## config.mk

```make
export PLATFORM = sky130hd
export DESIGN_NAME = crc_engine
export DESIGN_NICKNAME = d
export VERILOG_FILES = /design/src/rtl/crc_engine.sv
export SDC_FILE = /design/constraint.sdc
export NUM_CORES = 1
export LEC_CHECK = 0
export CORE_UTILIZATION = 40
export CTS_BUF_LIST = sky130_fd_sc_hd__clkbuf_16
export CTS_CLUSTER_DIAMETER = 120
export CTS_CLUSTER_SIZE = 25
export DETAILED_ROUTE_END_ITERATION = 7
export REMOVE_ABC_BUFFERS = 1
export SLEW_MARGIN = 25
export SYNTH_ARGS = -nofsm -noshare
export SYNTH_HDL_FRONTEND = slang
export SYNTH_SLANG_ARGS = --single-unit
export TNS_END_PERCENT = 20
```

## constraint.sdc

```tcl
create_clock -name i_clk -period 2.4 [get_ports i_clk]
set_clock_uncertainty 0.1 [all_clocks]
set_input_delay 0.48 -clock i_clk [delete_from_list [all_inputs] [get_ports i_clk]]
set_output_delay 0.48 -clock i_clk [all_outputs]
set_load 0.005 [all_outputs]
```

## src/rtl/crc_engine.sv

```systemverilog
// rtl/crc_engine.sv - parametrised MSB-first CRC generator/checker
//
// Folds a DATA_W-bit message (i_data[0] first) through a non-reflected CRC,
// BPC bits per clock, and reports the result with a one-cycle finish pulse.
// In check mode the result is also compared against a CRC captured at start.
//
// Ports:
//   i_clk      rising-edge clock
//   i_rst      synchronous active-high reset
//   i_start    message request, sampled only while idle
//   i_mode     0 = generate, 1 = check (captured with i_start)
//   i_data     message, i_data[0] folded first (captured with i_start)
//   i_crc_in   expected CRC for check mode (captured with i_start)
//   o_busy     high while a message is being folded
//   o_finish   one-cycle pulse, o_out/o_crc_err valid in this cycle
//   o_out      final CRC, held until the next finish or reset
//   o_crc_err  check-mode mismatch flag, held like o_out
module crc_engine #(
  parameter int unsigned DATA_W = 50,
  parameter int unsigned CRC_W  = 16,
  parameter logic [CRC_W-1:0] POLY = 16'h8005,
  parameter logic [CRC_W-1:0] INIT = '0,
  parameter int unsigned BPC    = 1
) (
  input  logic              i_clk,
  input  logic              i_rst,
  input  logic              i_start,
  input  logic              i_mode,
  input  logic [0:DATA_W-1] i_data,
  input  logic [CRC_W-1:0]  i_crc_in,
  output logic              o_busy,
  output logic              o_finish,
  output logic [CRC_W-1:0]  o_out,
  output logic              o_crc_err
);

  localparam int unsigned CNT_W = $clog2(DATA_W + 1);

  if ((BPC == 0) || (DATA_W % BPC != 0)) begin : g_bad_bpc
    $error("crc_engine: DATA_W must be a non-zero multiple of BPC");
  end
  if ((CRC_W < 1) || (CRC_W > 32)) begin : g_bad_crc_w
    $error("crc_engine: CRC_W must be in 1..32");
  end

  typedef enum logic {IDLE, RUN} state_t;

  state_t              r_state;
  state_t              w_state_nxt;
  logic [CRC_W-1:0]    r_crc;
  logic [CNT_W-1:0]    r_cnt;
  logic [0:DATA_W-1]   r_data;
  logic                r_mode;
  logic [CRC_W-1:0]    r_crc_in;
  logic                r_finish;
  logic [CRC_W-1:0]    r_out;
  logic                r_crc_err;
  logic [CRC_W-1:0]    w_crc_fold;
  logic                w_fb;
  logic                w_last;

  // The captured message shifts toward index 0 each RUN cycle, so the
  // current chunk always sits in r_data[0 .. BPC-1].
  always_comb begin
    w_crc_fold = r_crc;
    w_fb       = 1'b0;
    for (int i = 0; i < int'(BPC); i++) begin
      w_fb       = w_crc_fold[CRC_W-1] ^ r_data[i];
      w_crc_fold = (w_crc_fold << 1) ^ (w_fb ? POLY : '0);
    end
  end

  assign w_last = (r_cnt == CNT_W'(DATA_W - BPC));

  always_comb begin
    w_state_nxt = r_state;
    case (r_state)
      IDLE: if (i_start) w_state_nxt = RUN;
      RUN:  if (w_last)  w_state_nxt = IDLE;
    endcase
  end

  always_ff @(posedge i_clk) begin
    if (i_rst) begin
      r_state   <= IDLE;
      r_crc     <= '0;
      r_cnt     <= '0;
      r_data    <= '0;
      r_mode    <= 1'b0;
      r_crc_in  <= '0;
      r_finish  <= 1'b0;
      r_out     <= '0;
      r_crc_err <= 1'b0;
    end else begin
      r_state  <= w_state_nxt;
      r_finish <= 1'b0;
      if (r_state == IDLE) begin
        if (i_start) begin
          r_data   <= i_data;
          r_mode   <= i_mode;
          r_crc_in <= i_crc_in;
          r_crc    <= INIT;
          r_cnt    <= '0;
        end
      end else begin
        r_crc  <= w_crc_fold;
        r_cnt  <= r_cnt + CNT_W'(BPC);
        r_data <= r_data << BPC;
        if (w_last) begin
          r_out     <= w_crc_fold;
          r_finish  <= 1'b1;
          r_crc_err <= r_mode & (w_crc_fold != r_crc_in);
        end
      end
    end
  end

  assign o_busy    = (r_state == RUN);
  assign o_finish  = r_finish;
  assign o_out     = r_out;
  assign o_crc_err = r_crc_err;

endmodule

```

After elaboration in Yosys (flattened, before gate mapping) --
Index checks and enable logic that the tools add are counted.
Word-level totals: flip-flop bits (word level) 108, bits in latches 0, memory bits (writable) 0, memory bits (read-only) 0, output and inout port bits 19, word-level logic and storage cells 33, memories kept 0
Operators by class: add/sub/neg operators 1, multipliers 0, div/mod/pow operators 0, $lt $le $gt $ge 0, equal/unequal tests 2, shift-type cells 0, muxes and demuxes 11, bitwise logic cells 4, reductions and logical operators 5
Operator list (count):
- $mux W50 | 2
- $mux W16 | 3
- $ne A16 B16 Y1 | 1
- $xor A16 B16 Y16 | 1
- $mux W6 | 2
- $add A6 B1 Y6 const B | 1
- $eq A6 B6 Y1 const B | 1
- $reduce_and A2 Y1 | 2
- $reduce_or A2 Y1 | 2
- $mux W1 | 3
- $pmux W1 S2 | 1
- $reduce_bool A2 Y1 | 1
- $and A1 B1 Y1 | 1
- $not A1 Y1 | 1
- $xor A1 B1 Y1 | 1

Longest topological paths before layout --
word-level depth 5, gate-level depth with buffers 8, depth with buffers taken out 6

Worst setup path after synthesis --
OpenSTA, ideal clock, no wires.
kind input -> register, start point input port i_start, end point register r_data[10] (netlist name), arrival 1548 ps, required time 2172 ps, slack 624 ps, cell stages on the path 7, buffers on the path 3, path through clkbuf_1 -> buf_2 -> buf_2 -> mux2i_1 -> nor2_1 -> a21oi_1 -> nor2_1
Between the ends: word-level cells in the longest chain between the ends 1
RTL lines:
- start, declared | RTL line 27 | input logic i_start,
- $reduce_bool A2 Y1 (no source line)
- end signal, assigned | RTL line 99 | r_data <= i_data;
- end signal, assigned | RTL line 108 | r_data <= r_data << BPC;
- end, declared | RTL line 52 | logic [0:DATA_W-1] r_data;
No other way between the ends. A chain may end at the register's enable or synchronous reset.

Final worst setup path --
start point register r_state (netlist: o_busy), end point output port o_busy
RTL lines:
- start, declared | RTL line 48 | state_t r_state;
- start signal, assigned | RTL line 95 | r_state <= w_state_nxt;
- end, declared | RTL line 31 | output logic o_busy,
No word-level cell between the ends.

==> flow_metrics.py <==
metrics = {
    "placement": {
        "dpl.hpwl_um": 6680,
        "place_area_um2": 5550,
        "io_buffers": 88,
        "gp_congestion": 0.746,
    },
    "drt": {
        "drcViolationCount": 0,
        "route.final.wire_length_um": 9850,
        "wire_per_inst_um": 12.8,
        "ant_nets": 0,
        "first_pass_iters": 5,
        "drt_iter0_drc": 89,
        "num_vias": 3786,
        "via_per_inst": 4.90,
    },
    "clock_network": {
        "clk_latency_ns": 0.34,
        "htreeDepth": 3,
        "postCtsHoldBufs": 0,
        "cts_buffers": 9,
        "clock_path_buffers": 2,
        "clk_pin_slew_ns": 0.07,
        "root_buffer": "clkbuf_16",
        "cts_tree": "done",
        "clock_sinks": 108,
        "post-cts-setup-buffers": 0,
        "ctsResizeCount": 0,
    },
    "power_and_ir_drop": {
        "p_leak_nw": 2.30,
        "pwr-share-comb": 0.109,
        "p_per_area_nw_per_um2": 681,
        "p_sw_w": 0.000902,
        "vdd_drop_max_mv": 0.584,
        "p_total_w": 0.00401,
        "internal_power_w": 0.00311,
        "power.share.clock": 0.413,
        "power.share.switching": 0.225,
        "p_seq_frac": 0.478,
    },
    "min_path": {
        "min_from": "o_out[3]$_SDFFE_PP0P_",
        "min_path_cells": 2,
        "min_to": "o_out[3]$_SDFFE_PP0P_",
        "hp-class": "register to register",
    },
    "setup_path": {
        "path_cells": "clkdlybuf4s50_1",
        "reg2reg_slack_ns": 0.61,
        "crit_path_end_kind": "primary output",
        "worst-path-max-fanout": 40,
        "start_kind": "register",
        "r2r-start": "o_busy$_SDFF_PP0_",
        "slowest_stage": "clkdlybuf4s50_1",
        "arrival_ns": 1.54,
        "path_class": "register to primary output",
        "crit_required_ns": 1.82,
        "reg2reg_depth": 4,
        "critPathBufInv": 1,
        "critPathMaxStageDelay_ns": 0.60,
        "crit_family": "buffers and inverters",
        "regToRegEndpoint": "o_crc_err$_SDFFE_PP0P_",
    },
    "synth": {
        "synth_area_leader_cell": "dfxtp_1",
        "ys.flop_type": "dfxtp_1",
        "ys_seq_area_frac": 0.471,
        "synth_edf_count": 0,
        "synth_area_leaders": "dfxtp_1 (47%), mux2i_1 (11%), a21oi_1 (11%)",
        "async_flop_share": 0,
        "yosys.area.top_type_share": 0.471,
        "synth.cell_area_um2": 4590,
        "yosysUniqueCellTypes": 33,
        "yosys_warnings": 0,
        "ys_ff_latch": 108,
        "syn_avg_cell_area_um2": 8.20,
        "synth_cells": 560,
    },
    "sta": {
        "worst_pin_slew_ns": 0.670,
        "fin_crit_sh": 0.882,
        "finalHoldWorstSlack_ns": 0.353,
        "finalMaxSlewViolations": 0,
        "final-hold-violation-count": 0,
        "max-slew-margin-rel": 0.552,
        "rsz0062_at_grt": "false",
        "setup_viol": 0,
        "final.min_clock_period_ns": 2.12,
        "fmax_mhz": 472,
    },
    "finish": {
        "fillers": 1054,
        "layout-drive-gt1-share": 0.0475,
        "area_growth_pct": 28.3,
        "finalInstanceArea_um2": 5890,
        "seq_area_um2": 2170,
        "n_antenna_cell": 0,
        "nets": 699,
        "multi_input_area_um2": 2240,
    },
    "floorplanning": {
        "core_um2": 11000,
        "die_x_um": 109,
        "ioPinCount": 89,
        "dieArea_um2": 11900,
        "rows": 38,
        "die_h_um": 109,
        "start_util": 0.416,
    },
    "global_routing": {
        "grt_pass1_wl_um": 16100,
        "first_global_vias": 3462,
        "antenna_found_initial": 0,
        "grt_start_max_net_pins": 73,
        "grt_usage": 0.170,
        "grt.overflow.total": 0,
    },
    "status": {
        "status": "finished clean",
    },
    "job": {
        "maxCapViolations": 0,
    },
}
synthesized netlist by cell type (2+ instances only):
cell      count
a21oi_1     101
buf_1        13
buf_2         7
buf_6         2
clkbuf_1     19
dfxtp_1     108
ha_1          2
inv_1         3
mux2i_1      51
nand2_1      69
nand2b_1      2
nand3_1       2
nand4_1       5
nor2_1      120
nor2b_1       2
nor3_1        4
nor3b_1      15
nor4_1        2
xnor2_1      13
xor2_1        7
power groups by stage:
stage          clock network (W)  registers (W)  logic [W]
4_1_cts                  0.00170        0.00192   0.000440
3_5_place_dp                   0        0.00196   0.000437
6_report                 0.00166        0.00192   0.000435
3_3_place_gp                   0        0.00196   0.000429
5_1_grt                  0.00177        0.00193   0.000484
2_1_floorplan                  0        0.00197   0.000199
routing by layer:
metal	wire length (um)	part of all wire	GRT usage	up-vias
met5	0	0	0	-
met4	59	0.0060	0.0434	0
met3	618	0.063	0.0484	4
met2	4550	0.46	0.278	90
met1	4620	0.47	0.221	1698
li1	-	-	-	1994
worst max path at each step:
stage                     depth (start not counted)         startpoint  slack, ns                endpoint
after detailed placement                          4            i_start       0.55   r_cnt[5]$_SDFFE_PP0P_
after CTS                                         1  o_busy$_SDFF_PP0_       0.25                  o_busy
after floorplan                                   4  o_busy$_SDFF_PP0_      -1.59   o_out[0]$_SDFFE_PP0P_
final                                             1  o_busy$_SDFF_PP0_       0.28                  o_busy
after global routing                              1  o_busy$_SDFF_PP0_       0.18                  o_busy
after global placement                            6            i_start       0.58  r_data[9]$_SDFFE_PP0P_
cells in the final DEF, fill, tap and decap left out, types with 2 or more instances in the layout:
cell / netlist / final
clkdlybuf4s50_1: 0 / 86
nor2_1: 120 / 120
nand2b_1: 2 / 2
nand3_1: 2 / 2
xor2_1: 7 / 7
clkinv_4: 0 / 2
bufinv_16: 0 / 3
nor2b_1: 2 / 2
a21oi_1: 101 / 101
clkbuf_16: 0 / 9
clkinv_1: 0 / 2
nor3_1: 4 / 4
dfxtp_1: 108 / 107
nor3b_1: 15 / 15
nand4_1: 5 / 5
mux2i_1: 51 / 51
nor4_1: 2 / 2
nand2_1: 69 / 69
inv_1: 3 / 3
buf_4: 0 / 10
ha_1: 2 / 2
xnor2_1: 13 / 13
cells by family (layout without fill, tap and decap cells):
group | after synthesis | count (layout) | share of synthesized area
mux | 51 | 51 | 0.111
fa+ha+maj | 2 | 2 | 0.00545
flops | 108 | 108 | 0.471
compound gates | 107 | 107 | 0.120
xor+xnor | 20 | 20 | 0.0382
buf+inv | 44 | 116 | 0.0412
simple gates | 228 | 228 | 0.213
through the flow:
step | std cells | TNS, ns | setup slack [ns] | util
detailed placement | 756 | 0 | 0.553 | 0.503
global route | 772 | 0 | 0.183 | 0.534
floorplan | 519 | -108.48 | -1.59 | -
finish | 772 | 0 | 0.282 | 0.534
global placement | 756 | 0 | 0.577 | 0.503
CTS | 772 | 0 | 0.251 | 0.534
sequential cells by signal, indices dropped and copies added, names as in the netlist:
name,cells
o_finish,1
o_busy,1
r_data,50
o_out,16
r_crc_in,16
r_mode,1
r_crc,16
r_cnt,6
o_crc_err,1
area by class of cell:
type	count	share of cell area
well taps	140	0.0297
flip-flops and latches	108	0.368
clock inverters	7	0.0195
repair buffers	97	0.162
clock buffers	9	0.0382
inverters	3	0.00191
multi-input cells	408	0.380
Note: power is estimated with default switching activity, not from simulation.
